**src/rtl/lsu_mem_stage.sv**
```systemverilog
// RV32I load/store memory stage: issues one req/gnt/rvalid data-memory access per
// start and returns an aligned, extended load result with a one-cycle done pulse.
module lsu_mem_stage #(
    parameter int WORD_SIZE = 32
) (
    input  logic                 clk,
    input  logic                 reset,
    input  logic                 start,
    input  logic                 is_store,
    input  logic [2:0]           funct3,
    input  logic [WORD_SIZE-1:0] addr,
    input  logic [WORD_SIZE-1:0] store_data,
    output logic                 busy,
    output logic                 mem_req,
    output logic                 mem_we,
    output logic [WORD_SIZE-1:0] mem_addr,
    output logic [WORD_SIZE-1:0] mem_wdata,
    output logic [3:0]           mem_be,
    input  logic                 mem_gnt,
    input  logic                 mem_rvalid,
    input  logic [WORD_SIZE-1:0] mem_rdata,
    output logic [WORD_SIZE-1:0] load_data,
    output logic                 done,
    output logic                 misaligned
);

    typedef enum logic [1:0] {IDLE, REQ, WAIT_R} state_t;

    state_t               state_reg, state_next;
    logic                 store_reg, store_next;
    logic [2:0]           funct3_reg, funct3_next;
    logic [1:0]           off_reg, off_next;
    logic                 mem_req_reg, mem_req_next;
    logic                 mem_we_reg, mem_we_next;
    logic [WORD_SIZE-1:0] mem_addr_reg, mem_addr_next;
    logic [WORD_SIZE-1:0] mem_wdata_reg, mem_wdata_next;
    logic [3:0]           mem_be_reg, mem_be_next;
    logic [WORD_SIZE-1:0] load_data_reg, load_data_next;
    logic                 done_reg, done_next;
    logic                 misaligned_reg, misaligned_next;

    logic [7:0]           rd_byte [4];
    logic [WORD_SIZE-1:0] wdata_b, wdata_h;
    logic [7:0]           sel_byte;
    logic [15:0]          sel_half;
    logic [WORD_SIZE-1:0] load_ext;
    logic                 illegal;
    logic [3:0]           store_be;
    logic [WORD_SIZE-1:0] store_wdata;

    genvar gi;
    generate
        for (gi = 0; gi < 4; gi++) begin : g_lanes
            assign rd_byte[gi]          = mem_rdata[8*gi +: 8];
            assign wdata_b[8*gi +: 8]   = store_data[7:0];
        end
        for (gi = 0; gi < 2; gi++) begin : g_halves
            assign wdata_h[16*gi +: 16] = store_data[15:0];
        end
    endgenerate

    assign sel_byte = rd_byte[off_reg];
    assign sel_half = off_reg[1] ? {rd_byte[3], rd_byte[2]} : {rd_byte[1], rd_byte[0]};

    always_comb begin
        load_ext = mem_rdata;
        case (funct3_reg)
            3'b000:  load_ext = {{24{sel_byte[7]}}, sel_byte};
            3'b100:  load_ext = {24'd0, sel_byte};
            3'b001:  load_ext = {{16{sel_half[15]}}, sel_half};
            3'b101:  load_ext = {16'd0, sel_half};
            default: load_ext = mem_rdata;
        endcase
    end

    // Rejected accesses never reach memory: bad funct3, unsigned stores, unaligned H/W.
    always_comb begin
        illegal = 1'b0;
        if (funct3 == 3'b011 || funct3[2:1] == 2'b11)
            illegal = 1'b1;
        else if (is_store && funct3[2])
            illegal = 1'b1;
        else if (funct3[1:0] == 2'b01 && addr[0])
            illegal = 1'b1;
        else if (funct3[1:0] == 2'b10 && addr[1:0] != 2'b00)
            illegal = 1'b1;
    end

    always_comb begin
        store_be    = 4'b1111;
        store_wdata = store_data;
        case (funct3[1:0])
            2'b00: begin
                store_be    = 4'b0001 << addr[1:0];
                store_wdata = wdata_b;
            end
            2'b01: begin
                store_be    = addr[1] ? 4'b1100 : 4'b0011;
                store_wdata = wdata_h;
            end
            default: begin
                store_be    = 4'b1111;
                store_wdata = store_data;
            end
        endcase
    end

    always_comb begin
        state_next      = state_reg;
        store_next      = store_reg;
        funct3_next     = funct3_reg;
        off_next        = off_reg;
        mem_req_next    = mem_req_reg;
        mem_we_next     = mem_we_reg;
        mem_addr_next   = mem_addr_reg;
        mem_wdata_next  = mem_wdata_reg;
        mem_be_next     = mem_be_reg;
        load_data_next  = load_data_reg;
        done_next       = 1'b0;
        misaligned_next = 1'b0;
        case (state_reg)
            IDLE: begin
                if (start) begin
                    if (illegal) begin
                        misaligned_next = 1'b1;
                    end else begin
                        store_next     = is_store;
                        funct3_next    = funct3;
                        off_next       = addr[1:0];
                        mem_req_next   = 1'b1;
                        mem_we_next    = is_store;
                        mem_addr_next  = {addr[WORD_SIZE-1:2], 2'b00};
                        mem_be_next    = is_store ? store_be : 4'b1111;
                        mem_wdata_next = is_store ? store_wdata : '0;
                        state_next     = REQ;
                    end
                end
            end
            REQ: begin
                if (mem_gnt) begin
                    mem_req_next = 1'b0;
                    mem_we_next  = 1'b0;
                    if (store_reg) begin
                        done_next  = 1'b1;
                        state_next = IDLE;
                    end else begin
                        state_next = WAIT_R;
                    end
                end
            end
            WAIT_R: begin
                if (mem_rvalid) begin
                    load_data_next = load_ext;
                    done_next      = 1'b1;
                    state_next     = IDLE;
                end
            end
            default: state_next = IDLE;
        endcase
    end

    always_ff @(posedge clk or negedge reset) begin
        if (!reset) begin
            state_reg      <= IDLE;
            store_reg      <= 1'b0;
            funct3_reg     <= 3'b000;
            off_reg        <= 2'b00;
            mem_req_reg    <= 1'b0;
            mem_we_reg     <= 1'b0;
            mem_addr_reg   <= '0;
            mem_wdata_reg  <= '0;
            mem_be_reg     <= 4'b0000;
            load_data_reg  <= '0;
            done_reg       <= 1'b0;
            misaligned_reg <= 1'b0;
        end else begin
            state_reg      <= state_next;
            store_reg      <= store_next;
            funct3_reg     <= funct3_next;
            off_reg        <= off_next;
            mem_req_reg    <= mem_req_next;
            mem_we_reg     <= mem_we_next;
            mem_addr_reg   <= mem_addr_next;
            mem_wdata_reg  <= mem_wdata_next;
            mem_be_reg     <= mem_be_next;
            load_data_reg  <= load_data_next;
            done_reg       <= done_next;
            misaligned_reg <= misaligned_next;
        end
    end

    assign busy       = (state_reg != IDLE);
    assign mem_req    = mem_req_reg;
    assign mem_we     = mem_we_reg;
    assign mem_addr   = mem_addr_reg;
    assign mem_wdata  = mem_wdata_reg;
    assign mem_be     = mem_be_reg;
    assign load_data  = load_data_reg;
    assign done       = done_reg;
    assign misaligned = misaligned_reg;

endmodule

```
**config.mk**
```make
export PLATFORM = sky130hd
export DESIGN_NAME = lsu_mem_stage
export DESIGN_NICKNAME = d
export VERILOG_FILES = /design/src/rtl/lsu_mem_stage.sv
export SDC_FILE = /design/constraint.sdc
export NUM_CORES = 1
export LEC_CHECK = 0
export ABC_AREA = 1
export BUFFER_PORTS_ARGS = -buffer_cell sky130_fd_sc_hd__buf_2
export CAP_MARGIN = 25
export CORE_MARGIN = 5
export CORE_UTILIZATION = 53
export CTS_CLUSTER_DIAMETER = 80
export DETAILED_ROUTE_END_ITERATION = 16
export GPL_TIMING_DRIVEN = 0
export MAX_ROUTING_LAYER = met4
export PLACE_DENSITY = 0.86
export SLEW_MARGIN = 20
export SYNTH_ARGS = -nofsm -noshare
export SYNTH_HDL_FRONTEND = slang
export SYNTH_SLANG_ARGS = --single-unit
```
**constraint.sdc**
```tcl
create_clock -name clk -period 2.7 [get_ports clk]
set_input_delay 0.54 -clock clk [delete_from_list [all_inputs] [get_ports clk]]
set_output_delay 0.54 -clock clk [all_outputs]
set_load 0.02 [all_outputs]
```
==> impl_metrics.tcl <==
set metrics [dict create \
    wl_per_cell_um 14.9 \
    chipWidth_um 112 \
    grtUsageTotal_pct 26.5 \
    final_nets 1054 \
    peakVddDrop_uv 593 \
    rows 37 \
    crit_path_start_kind "flop" \
    setup-tns-final_ns 0 \
    initial_core_util_pct 53.8 \
    critPathRequiredTime_ns 2.99 \
    fin_crit_ns 1.90 \
    cts_buffers 9 \
    final_hold_viol_count 0 \
    period_share_pct 70.5 \
    hold_slack_ns 0.0681 \
    synth_cell_types 25 \
    pre_cts_ws_ns 0.732 \
    syn_inst 726 \
    tritoncts "built" \
    area_growth_pct 26.3 \
    clkSinkCount 110 \
    cpPeakStageDelay_ns 0.42 \
    ios 210 \
    postPlaceCellArea_sq_um 6720 \
    setup_viol 0 \
    yosysWarningCount 0 \
    grt_pass1_wl_mm 26.2 \
    antenna_found_initial 0 \
    drc 0 \
    drv_cap 0 \
    drt-initial-drc-count 512 \
    cpMostUsedCell "inv_1" \
    place_inst 1070 \
    path_class "flop to flop" \
    crit_path_max_fanout 10 \
    cts_root_buffer "clkbuf_8" \
    worst_path_max_delay_cell "dfrtp_1" \
    end_kind "flop" \
    worst_pin_slew_ns 0.529 \
    p_per_area_nw_per_um2 1110 \
    grt_start_max_net_pins 69 \
    drive_gt1_share_pct 28.6 \
    rsz0062_at_grt "no" \
    design_area_sq_um 6920 \
    status "finished clean" \
    fin_ws_ns 0.796 \
    synth_top_area_share_pct 50.2 \
    coreArea_sq_um 10200 \
    die-height_um 112 \
    p_leak_nw 4.01 \
    cts_setup_buffers 0 \
    crit_chain "inv_1 > ha_1 > nand2_1 > inv_1 > clkbuf_1 > nand3_1 > o21ai_0" \
    cts-resized-gates 0 \
    ys_seq_area_share_pct 50.2 \
    slew_viol_final 0 \
    stdcell_count 1086 \
    r2r_setup_slack_ns 0.80 \
    clock_skew_ns 0.0112 \
    dr.pass1.iters 5 \
    slew_headroom_pct 64.7 \
    routed_wl_mm 16.2 \
    numPortBuffers 206 \
    grt_pass1_vias 5616 \
    avgSynthCellArea_sq_um 7.55 \
    dpl.hpwl_mm 12.5 \
    max_freq_mhz 525 \
    ctsHoldBuffers 0 \
    clockBufferDepth 2 \
    clk_latency_ns 0.37 \
    hold_class "input pin to async pin" \
    die-area_sq_um 12500 \
    grt.overflow.total 0 \
    yosysTopAreaCell "dfrtp_1" \
    postRouteAntennaNets 0 \
    num_vias 5649 \
    post_drt_via_cell_ratio 5.20 \
    place_congestion 0.972 \
    clk_pin_slew_ns 0.12 \
    cp.arrival_ns 2.19 \
    synth_area_sq_um 5480 \
    diodes 0 \
    ys_ff_latch 110 \
    cts_max_level 3 \
    yosys-top-cells-area "dfrtp_1 50%, nand2_1 20%, nand3_1 5.6%, o21ai_0 3.7%, a21oi_1 3.5%" \
]
## worst paths after layout
kind / startpoint / cells past startpoint / endpoint
min in group clk: addr[2] / 3 / mem_addr[2]$_DFFE_PN0P_
worst min register to register: mem_addr[2]$_DFFE_PN0P_ / 2 / mem_addr[2]$_DFFE_PN0P_
worst min-delay path: reset / 1 / mem_addr[30]$_DFFE_PN0P_
worst max register to register: state_reg[0]$_DFFE_PN0P_ / 7 / load_data[3]$_DFFE_PN0P_
worst max-delay path: state_reg[0]$_DFFE_PN0P_ / 7 / load_data[3]$_DFFE_PN0P_
max in group asynchronous: reset / 2 / load_data[16]$_DFFE_PN0P_
## power by group
part / internal, mW / switching, mW / total, mW
Combinational: 1.29 / 2.57 / 3.85
Sequential: 2.43 / 0.416 / 2.85
Clock: 0.367 / 0.636 / 1.00
Total: 4.08 / 3.62 / 7.70
## through the flow
step	total power, mW	util [%]
final	7.70	67.9
after global routing	8.27	67.9
after CTS	7.74	67.9
after detailed placement	6.72	66.0
after global placement	6.60	65.6
after floorplan	5.33	-
## kinds of logic (layout without fill, tap and decap cells)
logic type | after synthesis | count (layout) | synth area share (%)
and+or+nand+nor | 429 | 429 | 32.6
buffers and inverters | 94 | 317 | 7.76
DFF | 110 | 110 | 50.2
adders and majority gates | 4 | 4 | 0.913
other | 1 | 2 | 0.0684
AOI/OAI and AO/OA | 88 | 88 | 8.47
## placed cells by master, fill, tap and decap left out
cell	instances
nand4_1	6
nor2_4	1
clkbuf_1	18
nor2_1	42
o21ai_0	41
or2_2	21
clkbuf_8	9
buf_2	215
clkinv_8	2
a21oi_1	38
buf_6	6
buf_4	6
inv_2	4
buf_16	1
ha_1	4
o211ai_1	5
o2111ai_1	2
nand3_1	61
clkinvlp_4	1
buf_1	1
nor3_1	3
conb_1	2
nand2_1	293
inv_8	1
o22ai_1	1
dfrtp_1	110
a21boi_0	1
nor2_8	1
inv_6	2
nand2_2	1
clkinv_4	1
inv_1	50
## synth_stat cells (all sizes together)
| master | count |
|---|---|
| inv | 54 |
| nand4 | 6 |
| o21ai | 41 |
| nand3 | 61 |
| or2 | 21 |
| ha | 4 |
| a21oi | 38 |
| clkbuf | 18 |
| nor2 | 44 |
| nor3 | 3 |
| nand2 | 294 |
| o2111ai | 2 |
| a21boi | 1 |
| conb | 1 |
| buf | 22 |
| o211ai | 5 |
| dfrtp | 110 |
| o22ai | 1 |
## cell type report
type                            instances  area, sq um
Inverter                               54          203
Buffer                                 40          223
Timing Repair Buffer                  207         1060
Sequential cell                       110         2750
Clock buffer                            9          124
Tap cell                              136          170
Fill cell                             953         3260
Clock inverter                          7         77.6
Multi-Input combinational cell        523         2310
## layer usage
metal	track usage [%]	wire (um)	share of wire, %
met1	32.9	6550	40
met5	-	0	0
met4	9.49	573	3.5
met2	42.8	7670	47
met3	5.65	1430	8.8
## worst max-delay path, delay by kind of cell, from the launching register on
family	cells	cell delay (ns)
and+or+nand+nor	2	0.36
DFF	1	0.42
adders and majority gates	1	0.18
AOI/OAI and AO/OA	1	0.18
buffers and inverters	3	0.69
(Power assumes the default switching activity.)
